<file path="src/rtl/gcn_sched_pkg.sv">
// gcn_sched_pkg: shared state and requester types for the GCN layer scheduler
package gcn_sched_pkg;
   typedef enum logic [2:0] {IDLE, TRANS, COMB, OUT, DONE} sched_state_t;
   typedef enum logic {REQ_AM, REQ_HOST} req_id_t;
endpackage

</file>
<file path="src/rtl/gcn_rr_arbiter2.sv">
// gcn_rr_arbiter2: two-requester round-robin arbiter for the result-memory read port
// Grants are combinational; rd_valid_* is the grant delayed by the memory's one-cycle read latency.
module gcn_rr_arbiter2
   import gcn_sched_pkg::*;
#(
   parameter int ROW_IDX_BW = 3
) (
   input  logic                  clk,
   input  logic                  reset,
   input  logic                  en,
   input  logic                  am_req,
   input  logic [ROW_IDX_BW-1:0] am_idx,
   input  logic                  host_req,
   input  logic [ROW_IDX_BW-1:0] host_idx,
   output logic                  am_gnt,
   output logic                  host_gnt,
   output logic [ROW_IDX_BW-1:0] read_row_idx,
   output logic                  rd_valid_am,
   output logic                  rd_valid_host
);
   req_id_t last_q;
   logic [ROW_IDX_BW-1:0] idx_q;
   always_comb begin
      am_gnt = en && am_req && (!host_req || last_q == REQ_HOST);
      host_gnt = en && host_req && !am_gnt;
      read_row_idx = am_gnt ? am_idx : host_gnt ? host_idx : idx_q;
   end
   always_ff @(posedge clk)
      if (reset) begin
         last_q <= REQ_HOST;
         idx_q <= '0;
         rd_valid_am <= 1'b0;
         rd_valid_host <= 1'b0;
      end else begin
         last_q <= am_gnt ? REQ_AM : host_gnt ? REQ_HOST : last_q;
         idx_q <= read_row_idx;
         rd_valid_am <= am_gnt;
         rd_valid_host <= host_gnt;
      end
endmodule

</file>
<file path="src/rtl/gcn_layer_scheduler.sv">
// gcn_layer_scheduler: steps TRANS -> COMB -> OUT for one GCN layer and arbitrates result reads
// Define GCN_SCHED_WATCHDOG_EN to abort any phase stalled for WDOG_CYCLES cycles (sets wdog_err).
module gcn_layer_scheduler
   import gcn_sched_pkg::*;
#(
   parameter int NUM_OF_NODES = 6,
   parameter int ROW_IDX_BW   = $clog2(NUM_OF_NODES),
   parameter int WDOG_CYCLES  = 1024
) (
   input  logic                  clk,
   input  logic                  reset,
   input  logic                  start,
   input  logic                  done_trans,
   input  logic                  done_comb,
   input  logic                  done_argmax,
   output logic                  trans_go,
   output logic                  comb_trans_done,
   output logic                  argmax_go,
   output logic                  busy,
   output logic                  layer_done,
   output logic                  results_valid,
   input  logic                  am_req,
   input  logic [ROW_IDX_BW-1:0] am_idx,
   input  logic                  host_req,
   input  logic [ROW_IDX_BW-1:0] host_idx,
   output logic                  am_gnt,
   output logic                  host_gnt,
   output logic [ROW_IDX_BW-1:0] read_row_idx,
   output logic                  rd_valid_am,
   output logic                  rd_valid_host,
   output logic                  wdog_err
);
   sched_state_t state, nxt;
   logic wdog_trip;
   always_ff @(posedge clk)
      if (reset) begin
         state <= IDLE;
         results_valid <= 1'b0;
      end else begin
         state <= nxt;
         results_valid <= (state == IDLE && nxt == TRANS) ? 1'b0 :
                          (state == COMB && nxt == OUT) ? 1'b1 : results_valid;
      end
   always_comb begin
      nxt = state;
      case (state)
         IDLE:    if (start) nxt = TRANS;
         TRANS:   if (done_trans) nxt = COMB;
         COMB:    if (done_comb) nxt = OUT;
         OUT:     if (done_argmax) nxt = DONE;
         default: nxt = IDLE;
      endcase
      if (wdog_trip) nxt = IDLE;
      trans_go = state == TRANS;
      comb_trans_done = state == COMB;
      argmax_go = state == OUT;
      layer_done = state == DONE;
      busy = state != IDLE;
   end
`ifdef GCN_SCHED_WATCHDOG_EN
   localparam int CW = $clog2(WDOG_CYCLES + 1);
   logic [CW-1:0] cnt;
   logic in_phase;
   assign in_phase = state inside {TRANS, COMB, OUT};
   assign wdog_trip = in_phase && cnt == CW'(WDOG_CYCLES - 1);
   always_ff @(posedge clk)
      if (reset) begin
         cnt <= '0;
         wdog_err <= 1'b0;
      end else begin
         cnt <= nxt != state ? '0 : in_phase ? cnt + 1'b1 : cnt;
         wdog_err <= wdog_err | wdog_trip;
      end
`else
   assign wdog_trip = 1'b0;
   assign wdog_err = 1'b0 & |WDOG_CYCLES;
`endif
   gcn_rr_arbiter2 #(.ROW_IDX_BW(ROW_IDX_BW)) u_arb (
      .clk(clk),
      .reset(reset),
      .en(results_valid),
      .am_req(am_req),
      .am_idx(am_idx),
      .host_req(host_req),
      .host_idx(host_idx),
      .am_gnt(am_gnt),
      .host_gnt(host_gnt),
      .read_row_idx(read_row_idx),
      .rd_valid_am(rd_valid_am),
      .rd_valid_host(rd_valid_host)
   );
endmodule

</file>
<file path="config.mk">
export PLATFORM = sky130hd
export DESIGN_NAME = gcn_layer_scheduler
export DESIGN_NICKNAME = d
export VERILOG_FILES = /design/src/rtl/gcn_sched_pkg.sv /design/src/rtl/gcn_rr_arbiter2.sv /design/src/rtl/gcn_layer_scheduler.sv
export SDC_FILE = /design/constraint.sdc
export NUM_CORES = 1
export LEC_CHECK = 0
export ABC_AREA = 1
export BUFFER_PORTS_ARGS = -buffer_cell sky130_fd_sc_hd__clkbuf_2
export CAP_MARGIN = 40
export CORE_AREA = 2 2 39 41
export CTS_CLUSTER_SIZE = 14
export DETAILED_ROUTE_END_ITERATION = 10
export DIE_AREA = 0 0 41 43
export PLACE_DENSITY = 0.71
export SKIP_CTS_REPAIR_TIMING = 1
export SLEW_MARGIN = 20
export SYNTH_ARGS = -nofsm -noshare
export SYNTH_HDL_FRONTEND = slang
export SYNTH_HIERARCHICAL = 1
export SYNTH_SLANG_ARGS = --single-unit
</file>
<file path="constraint.sdc">
create_clock -name clk -period 1.2 [get_ports clk]
set_input_delay 0.12 -clock clk [delete_from_list [all_inputs] [get_ports clk]]
set_output_delay 0.12 -clock clk [all_outputs]
set_load 0.01 [all_outputs]
</file>
==> flow_summary_export.csv, run 1 <==
group,metric,value,unit
setup_path,crit_required,1.08,ns
floorplanning,core_area,1380,sq um
setup_path,critPathMaxFanout,7,
worst_hold_path,hold_path.class,"input pin to register",
placed_design,io_buffers,26,
global_routing,globalRouteTotalUtil,0.156,
routing,dr_total_vias,571,
sta,fmax,816,MHz
yosys,async_flop_share,0,
sta,setup_violations,4,
yosys,synth_nets,94,
yosys,synth_area_leaders,"dfxtp_1 (39%), nand2_1 (14%), inv_1 (11%)",
cells_and_area,syn_to_final_growth,43.6,%
cells_and_area,antenna_cells,0,
placed_design,dpl_cell_area,662,sq um
sta,setup_ws,-0.0254,ns
cts,cts-buffers-inserted,3,
yosys,synth-edff-count,0,
yosys,post-synth-top-count-cell,"nand2_1",
power_and_ir_drop,powerDensity,1040,nW/um^2
setup_path,r2r-end,"state[0]$_SDFF_PP0_",
yosys,yosysWarningCount,6,
cts,cts.clk_slew.worst_paths,0.06,ns
cells_and_area,instances_no_fill,127,
cts,cts_tree,"done",
yosys,synth_area,519,sq um
setup_path,criticalPathCategory,"register to primary output",
placed_design,gp_congestion,0.710,
cells_and_area,post-route-cell-area,746,sq um
yosys,ys_types,16,
routing,drtAntennaViolNets,0,
routing,drtPass1Iterations,4,
sta,finalHoldViolations,0,
yosys,synth_ff_type,"dfxtp_1",
setup_path,reg2reg_slack,0.25,ns
global_routing,grt_pass1_vias,476,
setup_path,setup.worst_path.end_class,"primary output",
floorplanning,pin_count,28,
yosys,synth_top_area_cell,"dfxtp_1",
setup_path,cp-start-kind,"register",
floorplanning,die_w,41,um
worst_hold_path,holdPathStages,3,
power_and_ir_drop,pwr-share-seq,0.456,
routing,avgRoutedWirePerCell,9.44,um
power_and_ir_drop,p_switching,194,uW
sta,drv_slew,0,
cts,cts.path.max_buffers,2,
power_and_ir_drop,intPower,580,uW
floorplanning,die-area,1760,sq um
worst_hold_path,hold_path_end,"state[2]$_SDFF_PP0_",
sta,skew,0.00136,ns
yosys,syn_inst,80,
cts,cts_root_buffer,"clkbuf_4",
yosys,ys_seq_elements,10,
global_routing,grt_max_degree,11,
sta,rsz0062_at_grt,"true",
setup_path,reg2reg_from,"state[0]$_SDFF_PP0_",
routing,drt_wl_total,1200,um
run,max_cap_viol_count,0,
yosys,synth_top_area_share,0.386,
status,violations,"negative setup slack",
global_routing,grt_overflow,0,
global_routing,grt_pass1_wl,1810,um
routing,drt-initial-drc-count,2,
yosys,syn_avg_cell_area,6.49,sq um
power_and_ir_drop,power_frac_comb,0.160,
placed_design,dp.cells,121,
routing,drcViolationCount,0,
floorplanning,start_util,0.375,
status,status,"finished with violations",
cells_and_area,nets,126,
sta,fin_crit_sh,1.02,
cts,htreeDepth,1,
power_and_ir_drop,leakage,0.000451,uW
sta,whs,0.0884,ns
cells_and_area,layout-drive-gt1-share,0.432,
yosys,synth_seq_area_share,0.386,
routing,routed_via_density,4.50,
power_and_ir_drop,p_sw_frac,0.250,
setup_path,rr_worst_depth,5,
setup_path,crit_arrival,1.11,ns
placed_design,detailed_place_hpwl,946,um
global_routing,grt_antenna_before_repair,0,
cts,cts.sinks,10,
power_and_ir_drop,worst_ir_drop_vdd,0.000604,V
sta,min_period,1.23,ns
cts,clock_latency,0.26,ns
worst_hold_path,min-delay-start,"done_argmax",
power_and_ir_drop,clockPowerShare,0.383,
floorplanning,rows,14,
yosys,synth_common_cells,"nand2_1 (19), inv_1 (15), dfxtp_1 (10)",
floorplanning,die_y,43,um
==> worst max-delay path: stages, from the launching register on <==
cell,delay [ns]
dfxtp_4,0.39
nand2_4,0.06
inv_4,0.07
nand2_4,0.08
nand2_1,0.09
nand2_1,0.05
clkbuf_2,0.12
==> layout make-up <==
cell class	count	area, sq um
fill	150	638
clock buffer	4	36.3
inverter	18	70.1
tap	16	20.0
timing repair buffer	28	151
sequential	10	209
multi-input combinational	51	259
==> power groups by stage <==
stage / logic, uW / clock network [uW] / registers [uW]
6_report: 124 / 297 / 353
5_1_grt: 144 / 322 / 354
4_1_cts: 113 / 313 / 353
3_5_place_dp: 113 / 0 / 360
3_3_place_gp: 111 / 0 / 360
2_1_floorplan: 63.2 / 0 / 359
==> cells by family (layout without fill, tap and decap cells) <==
logic type / count (synthesis) / count (layout) / share of synthesized area
DFF: 10 / 10 / 0.386
and+or+nand+nor: 43 / 43 / 0.395
AOI/OAI and AO/OA: 7 / 7 / 0.0675
other: 1 / 1 / 0.00722
buffers and inverters: 19 / 50 / 0.145
==> how the worst max path moves through the flow <==
| stage | startpoint | endpoint |
|---|---|---|
| floorplan | results_valid$_SDFFE_PP0P_ | read_row_idx[0] |
| finish | results_valid$_SDFFE_PP0P_ | read_row_idx[2] |
| global route | results_valid$_SDFFE_PP0P_ | read_row_idx[1] |
| global placement | results_valid$_SDFFE_PP0P_ | read_row_idx[2] |
| detailed placement | results_valid$_SDFFE_PP0P_ | read_row_idx[0] |
| CTS | results_valid$_SDFFE_PP0P_ | read_row_idx[0] |
==> placed cells by master, fill, tap and decap left out, types with 2 or more instances in the layout <==
| cell | n |
|---|---|
| a21oi_1 | 6 |
| buf_2 | 3 |
| buf_4 | 2 |
| clkbuf_2 | 22 |
| clkbuf_4 | 3 |
| dfxtp_1 | 7 |
| dfxtp_4 | 2 |
| inv_1 | 13 |
| inv_2 | 4 |
| nand2_1 | 17 |
| nand2_2 | 2 |
| nand2_4 | 2 |
| nand3_1 | 8 |
| nand3_2 | 2 |
| nor2_1 | 6 |
| nor3_1 | 3 |
==> per-layer routing <==
metal / routed length, um / vias to the layer above / track usage
met4: 8 / 0 / 0.100
met5: 0 / - / 0
met3: 101 / 2 / 0.0314
met2: 604 / 23 / 0.241
met1: 485 / 242 / 0.186
li1: - / 304 / -
==> state kept, by name, summed over array words and instances (netlist names) <==
name and cells:
state 3, u_arb/idx_q 3, results_valid 1, u_arb/last_q 1, u_arb/rd_valid_am 1, u_arb/rd_valid_host 1
==> per-stage QoR <==
stage	TNS, ns	utilization	setup WS [ns]	total power (uW)
after floorplan	0	-	0.236	422
after global placement	0	0.478	0.171	471
after detailed placement	0	0.478	0.149	473
after CTS	-0.670	0.505	-0.149	779
after global routing	-0.343	0.539	-0.0882	820
final	-0.0854	0.539	-0.0254	773
Note: power is estimated with default switching activity, not from simulation.
==> run 2, diff against run 1 <==
--- a/config.mk
+++ b/config.mk
@@ -6,7 +6,7 @@
 export NUM_CORES = 1
 export LEC_CHECK = 0
 export ABC_AREA = 1
-export BUFFER_PORTS_ARGS = -buffer_cell sky130_fd_sc_hd__clkbuf_2
+export BUFFER_PORTS_ARGS = -buffer_cell sky130_fd_sc_hd__buf_2
 export CAP_MARGIN = 40
 export CORE_AREA = 2 2 39 41
 export CTS_CLUSTER_SIZE = 14
==> run 2 against run 1 <==
Net effect: count of clock-buffer cells in the layout unchanged; design area up 0.17%; power up 0.62%; non-clock buffer count down 2; first-iteration DRC count rose to 3.0 times the previous value; clock power up 1%; largest power group unchanged; critical path type unchanged; hold slack better by 0.013 ns; clock skew up 0.0043 ns; sequential power about the same; maximum frequency down 1.3%; routed wire length up 0.92%; the flow still finishes with violations (negative setup slack); critical path depth unchanged.
==> flow_summary_export.csv, run 2 (synthesized netlist as in run 1, its figures left out) <==
group,metric,value,unit
sta,tns,-0.142,ns
global_routing,grt_pass1_vias,435,
routing,drt_wl_total,1210,um
routing,drcViolationCount,0,
global_routing,grt_antenna_before_repair,0,
sta,fin_crit_sh,1.04,
cells_and_area,nets,124,
routing,dr_total_vias,560,
cts,cts-buffers-inserted,3,
sta,setup_violations,4,
power_and_ir_drop,worst_ir_drop_vdd,0.000599,V
setup_path,crit_required,1.08,ns
power_and_ir_drop,powerDensity,1040,nW/um^2
sta,rsz0062_at_grt,"true",
routing,routed_via_density,4.48,
global_routing,grt_overflow,0,
sta,fmax,805,MHz
setup_path,crit_chain,"nand2_4 > inv_4 > nand2_4 > nand3_2 > nand2_1 > buf_2",
routing,drtAntennaViolNets,0,
sta,skew,0.00564,ns
status,status,"finished with violations",
run,max_cap_viol_count,0,
global_routing,grt_max_degree,11,
routing,drt-initial-drc-count,6,
cts,cts.path.max_buffers,2,
cts,cts_tree,"done",
worst_hold_path,hold_path.class,"input pin to register",
cells_and_area,final_cell_mix,"buf_2 (25), nand2_1 (14), inv_1 (13)",
cts,cts_root_buffer,"clkbuf_4",
cells_and_area,reg.largest.list,"state (3), u_arb/idx_q (3)",
setup_path,setup.worst_path.end_class,"primary output",
sta,min_period,1.24,ns
cells_and_area,seqCellArea,210,sq um
setup_path,cp_slowest_cell,"dfxtp_4",
power_and_ir_drop,power_frac_comb,0.156,
cells_and_area,final_common_cell,"buf_2",
setup_path,crit_arrival,1.12,ns
global_routing,grt_pass1_wl,1640,um
power_and_ir_drop,p_sw_frac,0.258,
cts,cts.sinks,10,
global_routing,globalRouteTotalUtil,0.140,
cts,htreeDepth,1,
setup_path,criticalPathCategory,"register to primary output",
placed_design,detailed_place_hpwl,896,um
routing,avgRoutedWirePerCell,9.68,um
cells_and_area,multi_input_area,272,sq um
floorplanning,die_y,43,um
power_and_ir_drop,p_switching,200,uW
setup_path,reg2reg_slack,0.27,ns
placed_design,io_buffers,26,
setup_path,critPathMaxFanout,7,
status,violations,"negative setup slack",
setup_path,cp-start-kind,"register",
power_and_ir_drop,intPower,578,uW
power_and_ir_drop,leakage,0.000448,uW
sta,setup_ws,-0.0421,ns
placed_design,dp_slack,0.125,ns
placed_design,gp_congestion,0.708,
floorplanning,core_area,1380,sq um
cells_and_area,nFillCells,152,
cells_and_area,antenna_cells,0,
floorplanning,rows,14,
power_and_ir_drop,pwr-share-seq,0.457,
setup_path,crit_top_cell,"nand2_4",
floorplanning,die_w,41,um
cts,clock_latency,0.27,ns
cells_and_area,syn_to_final_growth,43.9,%
routing,drtPass1Iterations,4,
floorplanning,start_util,0.375,
power_and_ir_drop,clockPowerShare,0.387,
cells_and_area,layout-drive-gt1-share,0.459,
setup_path,cpPeakStageDelay,0.39,ns
sta,finalHoldViolations,0,
sta,drv_slew,0,
floorplanning,die-area,1760,sq um
floorplanning,pin_count,28,
cts,cts.clk_slew.worst_paths,0.07,ns
## run 2: changes by cell type in the layout (fill, tap and decap cells not counted), sizes merged
cell and delta:
buf +20, clkbuf -22
## run 2: layout make-up
| class | instances | share of cell area |
|---|---|---|
| Clock buffer | 4 | 0.0486 |
| Inverter | 18 | 0.0972 |
| Multi-Input combinational cell | 51 | 0.363 |
| Sequential cell | 10 | 0.281 |
| Tap cell | 16 | 0.0268 |
| Timing Repair Buffer | 26 | 0.183 |
## run 2: routing by layer
| layer | part of all wire | vias up | wire, um | global-route usage |
|---|---|---|---|---|
| li1 | - | 305 | - | - |
| met1 | 0.41 | 228 | 501 | 0.160 |
| met2 | 0.47 | 25 | 571 | 0.213 |
| met3 | 0.097 | 2 | 117 | 0.0524 |
| met4 | 0.016 | 0 | 19 | 0.0800 |
| met5 | 0 | - | 0 | 0 |
## run 2: through the flow
step,utilization,power (uW),hold slack (ns),instance area [sq um],instances
floorplan,-,422,0.189,519,80
global placement,0.478,471,0.383,662,121
detailed placement,0.478,473,0.388,662,121
CTS,0.505,772,0.105,698,125
global route,0.540,824,0.119,747,125
finish,0.540,778,0.101,747,125
## run 2: final timing paths
kind                                    from                        end  depth (start not counted)
setup / recovery  results_valid$_SDFFE_PP0P_            read_row_idx[0]                          6
hold / removal                   done_argmax        state[2]$_SDFF_PP0_                          3
setup reg to reg  results_valid$_SDFFE_PP0P_  u_arb/last_q$_SDFFE_PP1P_                          5
hold reg to reg          state[0]$_SDFF_PP0_        state[2]$_SDFF_PP0_                          2
## run 2: critical path: cells and delay by family, from the launching register on
family,cells,cell delay [ns]
buf+inv,2,0.20
simple gates,4,0.27
flops,1,0.39
## run 2: power by group through the flow
| stage | clock, uW | combinational (uW) | sequential [uW] |
|---|---|---|---|
| 3_3_place_gp | 0 | 111 | 360 |
| 6_report | 301 | 121 | 355 |
| 5_1_grt | 328 | 139 | 357 |
| 3_5_place_dp | 0 | 112 | 360 |
| 2_1_floorplan | 0 | 63.2 | 359 |
| 4_1_cts | 307 | 113 | 353 |
